===== src/rtl/pipeline_biss_et4_acc.sv =====
// Fourth biss pipeline stage: running sum of et3 samples queued into a show-ahead FIFO.
// Samples that arrive while the FIFO cannot take them are dropped and counted.
module pipeline_biss_et4_acc #(
    parameter int WIDTH = 16,
    parameter int ACC_W = 24,
    parameter int DEPTH = 4
) (
    input  logic                     clk,
    input  logic                     rst,
    input  logic [WIDTH-1:0]         d,
    input  logic                     d_valid,
    input  logic                     clr,
    output logic [ACC_W-1:0]         e,
    output logic                     e_valid,
    input  logic                     e_ready,
    output logic [$clog2(DEPTH):0]   count,
    output logic                     full,
    output logic                     ovf,
    output logic [7:0]               drop_cnt
);
    localparam int PW = $clog2(DEPTH);
    localparam int CW = PW + 1;

    logic [ACC_W-1:0] acc;
    logic [ACC_W-1:0] mem [DEPTH];
    logic [PW-1:0]    rd_ptr;
    logic [PW-1:0]    wr_ptr;
    logic             pop;
    logic             accept;
    logic [ACC_W-1:0] base;
    logic [ACC_W:0]   sum;

    assign e_valid = (count != '0);
    assign full    = (count == CW'(DEPTH));
    assign pop     = e_valid & e_ready;
    // A full FIFO still accepts when its head leaves in the same cycle.
    assign accept  = d_valid & (~full | pop);
    assign base    = clr ? '0 : acc;
    assign sum     = {1'b0, base} + (ACC_W+1)'(d);
    assign e       = e_valid ? mem[rd_ptr] : '0;

    always_ff @(posedge clk) begin
        if (rst) begin
            acc      <= '0;
            rd_ptr   <= '0;
            wr_ptr   <= '0;
            count    <= '0;
            ovf      <= 1'b0;
            drop_cnt <= '0;
        end else begin
            if (accept) begin
                acc    <= sum[ACC_W-1:0];
                ovf    <= ovf | sum[ACC_W];
                wr_ptr <= wr_ptr + PW'(1);
            end else if (clr) begin
                acc <= '0;
            end
            if (pop) begin
                rd_ptr <= rd_ptr + PW'(1);
            end
            case ({accept, pop})
                2'b10:   count <= count + CW'(1);
                2'b01:   count <= count - CW'(1);
                default: count <= count;
            endcase
            if (d_valid && !accept && drop_cnt != 8'hFF) begin
                drop_cnt <= drop_cnt + 8'd1;
            end
        end
    end

    // Storage needs no reset: entries are only visible between the pointers.
    always_ff @(posedge clk) begin
        if (!rst && accept) begin
            mem[wr_ptr] <= sum[ACC_W-1:0];
        end
    end

endmodule


===== config.mk =====
export PLATFORM = sky130hd
export DESIGN_NAME = pipeline_biss_et4_acc
export DESIGN_NICKNAME = d
export VERILOG_FILES = /design/src/rtl/pipeline_biss_et4_acc.sv
export SDC_FILE = /design/constraint.sdc
export NUM_CORES = 1
export LEC_CHECK = 0
export CAP_MARGIN = 0
export CELL_PAD_IN_SITES_DETAIL_PLACEMENT = 1
export CELL_PAD_IN_SITES_GLOBAL_PLACEMENT = 2
export CORE_AREA = 2 2 165 167
export CTS_CLUSTER_DIAMETER = 120
export DETAILED_ROUTE_END_ITERATION = 7
export DIE_AREA = 0 0 167 169
export PLACE_DENSITY_LB_ADDON = 0.2
export SLEW_MARGIN = 20
export SYNTH_ARGS = -nofsm -noshare
export SYNTH_HDL_FRONTEND = slang
export SYNTH_SLANG_ARGS = --single-unit

===== constraint.sdc =====
create_clock -name clk -period 8.1 [get_ports clk]
set_input_delay 1.62 -clock clk [delete_from_list [all_inputs] [get_ports clk]]
set_output_delay 1.62 -clock clk [all_outputs]
set_load 0.005 [all_outputs]

* Word level (Yosys, flattened, before mapping)
Memory sizes are Yosys's and may differ from the RTL's. A register that Yosys moved wholly into a read port is not among the register bits.
Cells that the tools add are included.
** Cells by class
- $add $sub $neg :: 6
- Muxes and demuxes :: 8
- Reductions and logical operators :: 7
- Bitwise logic cells :: 5
- Equal/unequal tests :: 4
** Operator list (count)
- two-way mux 24 bit :: 3
- adder 24 x 16 -> 25 bit :: 1
- adder 8 x 1 -> 8 bit, second input constant :: 1
- inequality test 8 bit, second input constant :: 1
- one-hot mux 3 bit (2 select lines) :: 1
- adder 2 x 1 -> 2 bit, second input constant :: 2
- two-way mux 2 bit :: 2
- adder 3 x 1 -> 3 bit, second input constant :: 1
- equality test 3 bit, second input constant :: 1
- logical AND 1 bit :: 3
- nonzero test 3 bit :: 1
- subtractor 3 x 1 -> 3 bit, second input constant :: 1
- AND 1 bit :: 2
- equality test 2 x 1 -> 1 bit, second input constant :: 1
- equality test 2 bit, second input constant :: 1
- logical NOT 1 bit :: 2
- two-way mux 1 bit :: 2
- bitwise OR 1 bit :: 2
- nonzero test 2 bit :: 1
- inverter 1 bit :: 1
** Word-level totals
- Word-level logic and storage cells :: 37
- Bits in registers :: 40
- Input port bits :: 21
- Memory bits (writable) :: 96
- Output and inout port bits :: 38
- Memories :: 1
** Memories
- mem :: words 4, bits a word 24, read ports 1, clocked after memory_dff 1, wr ports 1, line 25 : logic [ACC_W-1:0] mem [DEPTH];

* Depth between registers and ports, before layout
- Word-level depth :: 7
- Depth in mapped cells :: 11
- Mapped depth without buffers :: 10

* Least setup slack after synthesis
No wires, ideal clock.
- Path kind :: input-to-reg
- Start :: input clr
- End :: memory mem[0][20], data pin
- Data required time :: 7.824 ns
- Stages on the path :: 10
- Path buffers :: 2
- Setup slack :: 4.035 ns
- Setup time :: 0.276 ns
- Data arrival time :: 3.789 ns
- Cell sequence :: clkbuf_1 -> clkbuf_1 -> nor2b_1 -> ha_1 -> and3_1 -> and2_1 -> a221o_1 -> a31oi_1 -> nor2_1 -> xor2_1
** On the way
- Word-level cells in the longest chain between the ends :: 2
** Ends and longest elaborated chain
- from (decl) :: line 12 : input logic clr,
- two-way mux 24 bit
- adder 24 x 16 -> 25 bit :: line 39 : assign sum = {1'b0, base} + (ACC_W+1)'(d);
- net sum[20] :: line 31 : logic [ACC_W:0] sum;
- to (decl) :: line 25
The timed path passes the listed nets, and every way through them passes these cells.

* Worst setup path in the final report
- Start :: input clr
- End :: memory mem[3][20], data pin
The elaborated chain is that of the path after synthesis.

==> results by group <==
Finish
  – Fin cells: 931
  – Area Growth Syn to Fin: 24.1%
  – Ant diodes: 0
  – Nets: 621
  – Share of layout cells above drive strength 1: 13.6%
  – Fin util: 30.4%

Placement
  – Routability cong.: 0.752
  – Placed wire-length estimate: 11,000 microns
  – Placed Cells: 899
  – IO buf count: 58

Yosys
  – EDFF count, synth: 96
  – Post-synthesis sequential area ratio: 57.3%
  – Ranking of synthesized cells by area: edfxtp_1, dfxtp_1, mux4_2
  – Synth Instances: 514
  – Synthesis Warnings: 0
  – Synth async-reset ratio: 0%
  – Post-synth net total: 558
  – Netlist cell types: 51
  – Commonest register cell after synthesis: edfxtp_1
  – Share of the synthesized area in the top cell type: 44.3%
  – Post-synth top area cell: edfxtp_1
  – Seq cells post-synth: 138
  – Mean Syn Cell Area: 12.6 sq um
  – Syn Std Cell Area: 0.00650 sq mm

Power
  – Static Leak: 2.80 nW
  – Internal Power: 1.44 mW
  – Total power: 2.01 mW
  – NetSw: 0.569 mW
  – Clk pwr share: 37.4%
  – Switch share: 28.3%
  – Reg power frac: 40.6%
  – Combinational power share: 22.0%
  – Power Density: 249 mW/mm^2
  – Worst IR Drop VDD: 109 uV

Clock network
  – Post-CTS Resized: 0
  – H-tree levels: 4
  – Clock sink total: 138
  – Clock latency on the worst-skew pair: 0.42 ns
  – Max clock buf depth: 2
  – CTS tree: yes
  – Root Buffer: clkbuf_16
  – CTS buffer count: 17
  – Post-CTS Setup Inserts: 0
  – Clock transition at path regs: 0.06 ns
  – Cts-stage hold buffer count: 0

Routing
  – Initial DRC Count: 162
  – Drt wl/cell: 17.4 microns
  – Drt pass-1 iters: 4
  – DRT Wirelength: 16,200 microns
  – DR vias/cell: 4.47
  – Vias: 4,158
  – Final ANT Viol Nets: 0
  – Residual DRC: 0

Timing
  – Final setup violation count: 0
  – Hold Slack: 0.504 ns
  – Peak Freq: 0.224 GHz
  – Fin crit period: 4.47 ns
  – Final Hold Violating Endpoints: 0
  – Max Slew Vio Count: 0
  – RSZ-0062 raised after global routing: no
  – Setup tns final: 0 ns
  – Slew margin rel.: 45.0%
  – Slew @ Worst Pin: 0.826 ns
  – Clk_skew: 0.0106 ns
  – Period utilization: 55.1%

Global route
  – First-pass GRT wire length: 26,100 microns
  – Largest net degree at the start of global routing: 44
  – Routing usage on met1: 16.2%
  – Gr usage total: 12.1%
  – Number of global-route vias before repair: 4,473
  – Routing usage on met3: 2.29%
  – Global route hottest layer: met2
  – Gr ovfl total: 0
  – Initial antenna violation count: 0
  – Met2 GRT Util: 19.6%

Floorplanning
  – Die Span Y: 169 microns
  – # rows: 60
  – I/O pin total: 59
  – Core ar.: 0.0265 sq mm
  – Initial Utilization: 24.5%
  – Die W: 167 microns
  – Full die area: 0.0282 sq mm

Worst setup path
  – CP max FO: 24
  – CP endpoint kind: flip-flop
  – Worst EP arrival: 4.69 ns
  – WS Path Type: input pin to flip-flop
  – CP required: 8.32 ns
  – Startpoint Class: input pin

Flow run
  – Max_cap viols: 0

Run status
  – Run status: finished clean

Worst hold path
  – Worst Hold Class: flip-flop to flip-flop
==> per-layer routing <==
metal	part of all wire [%]	routed length [microns]	vias to the layer above
li1	-	-	2007
met1	49	7910	2083
met2	47	7650	57
met3	2.5	413	11
met4	1.5	242	0
met5	0	0	-
==> cell usage in the layout, fill, tap and decap left out, types with 12 or more instances in the layout <==
cell type	synthesis	final
xor2_1	14	14
xnor2_1	25	25
a21oi_1	34	34
nor2_1	34	34
edfxtp_1	96	96
nand2_1	46	46
and2_1	27	27
clkdlybuf4s50_1	0	58
dfxtp_1	42	42
mux4_2	24	24
inv_1	12	12
nor2b_1	23	23
ha_1	21	21
clkbuf_16	0	17
==> kinds of logic after synthesis <==
| kind of cell | after synthesis | share of synthesized area, % |
|---|---|---|
| and+or+nand+nor | 175 | 13.9 |
| AOI/OAI and AO/OA | 75 | 7.81 |
| DFF | 138 | 57.3 |
| buffers and inverters | 36 | 2.12 |
| xor gates and xnor gates | 39 | 5.25 |
| adders and majority gates | 23 | 4.66 |
| muxes | 28 | 8.95 |
==> area by class of cell <==
type,count,area [sq um]
well taps,341,427
clock inverters,15,151
flip-flops and latches,138,3720
repair buffers,68,656
inverters,12,45.0
clock buffers,17,425
multi-input cells,340,2640
fillers,2856,18400
==> flip-flops by register name, summed over array words and instances, names as in the netlist, named ones only <==
name      cells
rd_ptr        2
acc          24
ovf           1
mem          96
wr_ptr        2
drop_cnt      8
count         3
==> cells in the mapped netlist (9+ instances only) <==
cell and number:
a21oi_1 34, and2_1 27, and3_1 10, clkbuf_1 21
dfxtp_1 42, edfxtp_1 96, ha_1 21, inv_1 12
mux4_2 24, nand2_1 46, nand3_1 9, nor2_1 34
nor2b_1 23, o21ai_0 10, xnor2_1 25, xor2_1 14
==> stage by stage <==
stage                     instance area (sq um)  setup slack [ns]
after floorplan                            6500              4.03
after global placement                     7490              3.30
after detailed placement                   7490              3.17
after CTS                                  8070              3.61
after global routing                       8070              3.41
final                                      8070              3.63
==> final timing paths <==
| path | from | endpoint | slack, ns | depth (start not counted) |
|---|---|---|---|---|
| max | clr | mem[3][20] | 3.63 | 11 |
| min | acc[22] | ovf | 0.50 | 2 |
| max reg2reg | acc[0] | mem[3][20] | 5.27 | 9 |
| min reg2reg | acc[22] | ovf | 0.50 | 2 |
==> power by group through the flow <==
stage	clock network [mW]	logic [mW]	registers [mW]
final	0.751	0.441	0.816
after global routing	0.808	0.492	0.820
after CTS	0.775	0.460	0.817
after floorplan	0	0.253	0.827
after detailed placement	0	0.458	0.832
after global placement	0	0.451	0.830
==> worst max-delay path, cell delays in order <==
cell	delay [ns]
clkdlybuf4s50_1	0.45
buf_4	0.29
nor2b_1	0.11
ha_1	0.22
fa_1	0.41
a21oi_1	0.25
o21ai_0	0.17
a21bo_2	0.25
a31oi_1	0.46
nor2_1	0.15
xor2_1	0.29
(Power assumes the default switching activity.)
==> edit (same flow settings) <==
Set the parameter `WIDTH` to 32 (it was 16).
--- a/src/rtl/pipeline_biss_et4_acc.sv
+++ b/src/rtl/pipeline_biss_et4_acc.sv
@@ -1,7 +1,7 @@
 // Fourth biss pipeline stage: running sum of et3 samples queued into a show-ahead FIFO.
 // Samples that arrive while the FIFO cannot take them are dropped and counted.
 module pipeline_biss_et4_acc #(
-    parameter int WIDTH = 16,
+    parameter int WIDTH = 32,
     parameter int ACC_W = 24,
     parameter int DEPTH = 4
 ) (
Interface: changed (resized d); port bits go from 59 to 75. No check against the original RTL was run, so the function may have changed too.
==> edit against the unedited design <==
Sequential share of layout area shrank 2.6 points; cell area up 6.1%; area after synthesis increased by 6.9%; sequential cell count did not move; total power grew 0.94%; via count is 12% higher; worst setup slack lost 0.35 ns; combinational power shrank 2%; die area is the same; count of clock-buffer cells in the layout did not move; wire length grew 8.1%; worst hold slack lost 0.012 ns; non-clock buffer count rose by 9; utilization up 1.9 points; critical path type unchanged; largest cell class unchanged.
==> edit: results (changes against the unedited design) <==
* Maximum vdd drop at 0.000143 V (+31%)
* First-pass GRT wire length at 28,500 µm (+8.9%)
* Via Count at 4,646 (+12%)
* Synth top area cells: edfxtp_1 (41%), dfxtp_1 (12%), mux4_2 (7.8%)
* ANT cells at 0 (unchanged)
* Largest net degree at the start of global routing at 43 (-2.3%)
* Total track usage at 0.130 (+0.00919)
* Post-DP HPWL at 12,200 µm (+11%)
* Worst Path Arrival at 5.18 ns (+0.49 ns)
* Htree depth at 4 (unchanged)
* Pleak at 3.03 nW (+8.1%)
* Gpl congestion at 0.784 (+4.2%)
* Post-synth EDFFs at 96 (unchanged)
* Register clock-pin slew on the reported worst setup and hold paths at 0.06 ns (about the same)
* Worst reg2reg path depth at 10 (+1)
* Total CTS buffers at 17 (unchanged)
* Syn_nets at 638 (+14%)
* Clock Skew at 0.0160 ns (+0.00540 ns)
* IO buf count at 67 (+16%)
* Crit Path Max Fanout at 14 (-42%)
* Vias in the first global route at 5,069 (+13%)
* Hold Path Stages at 1 (-1)
* Worst-Margin Slew at 0.699 ns (-0.126 ns)
* Synthesis warning total at 0 (unchanged)
* Filler cells at 2,867 (+0.39%)
* Clk Latency, worst-skew pair at approximately 0.43 ns
* Post-cts sizing count at 0 (unchanged)
* # Post-CTS Setup Buffers at 0 (unchanged)
* Antenna violations before repair at 0 (unchanged)
* Nets@finish at 700 (+13%)
* Seq/Total Area, Yosys at 0.536 (-0.0368)
* Netlist cell types at 65 (+27%)
* Status: completed
* First-pass DRT Iterations at 4 (unchanged)
* CP max stage delay at 0.92 ns (+0.46 ns)
* Clk buf depth at 2 (unchanged)
* Top FF cell, synth: edfxtp_1
* Hold Path Class: flop to flop
* Top cells by count, synth: edfxtp_1 (96), nand2_1 (49), dfxtp_1 (42)
* Iter 0 DRT Violations at 203 (+25%)
* Synth async-reset ratio at 0 (unchanged)
* Largest regs: mem (96), acc (24), drop_cnt (8)
* Layout cells sized above 1 at 0.135 (-0.000709)
* Critical path's top delay family: compound AO/OA/AOI/OAI gates
* Crit path max-delay cell type: clkdlybuf4s50_1
* Cell Area, Placed at 0.00798 mm² (+6.5%)
* Wire length per cell at 17.8 µm (+2.1%)
* Root buf cell: clkbuf_16
-- edit: path summary, 6_finish.rpt --
check	from	endpoint	slack, ns
hold reg to reg	ovf$_SDFFE_PP0P_	ovf$_SDFFE_PP0P_	0.49
setup / recovery	clr	acc[20]$_SDFF_PP0_	3.28
setup reg to reg	acc[0]$_SDFF_PP0_	acc[20]$_SDFF_PP0_	5.14
hold / removal	ovf$_SDFFE_PP0P_	ovf$_SDFFE_PP0P_	0.49
-- edit: report_power, final --
| group | internal, mW | switching (mW) |
|---|---|---|
| clock network | 0.434 | 0.336 |
| logic | 0.211 | 0.222 |
| registers | 0.810 | 0.0141 |
-- edit: logic make-up after synthesis --
| logic type | share of synthesized area |
|---|---|
| AOI/OAI and AO/OA | 0.115 |
| xor gates and xnor gates | 0.0439 |
| adders and majority gates | 0.0580 |
| buffers and inverters | 0.0277 |
| muxes | 0.0836 |
| DFF | 0.536 |
| and+or+nand+nor | 0.136 |
-- edit: layout make-up --
type                    count  area (µm²)  area share
flip-flops and latches    138        3720       0.435
multi-input cells         385        3040       0.355
repair buffers             77         746      0.0871
well taps                 341         427      0.0499
clock buffers              17         425      0.0497
clock inverters            15         153      0.0178
inverters                  13        48.8     0.00570
-- edit: through the flow --
stage	hold slack, ns	cells	worst slack (ns)
3_5_place_dp	0.478	954	2.78
4_1_cts	0.497	986	3.23
2_1_floorplan	0.469	570	4.11
6_report	0.491	986	3.28
3_3_place_gp	0.469	954	2.81
5_1_grt	0.502	986	3.01
-- edit: layer usage --
metal	up-vias	track usage	wire length, µm
met1	2308	0.166	8130
met2	76	0.223	8660
met3	20	0.0238	481
met5	-	0	0
met4	0	0.0435	262
li1	2242	-	-
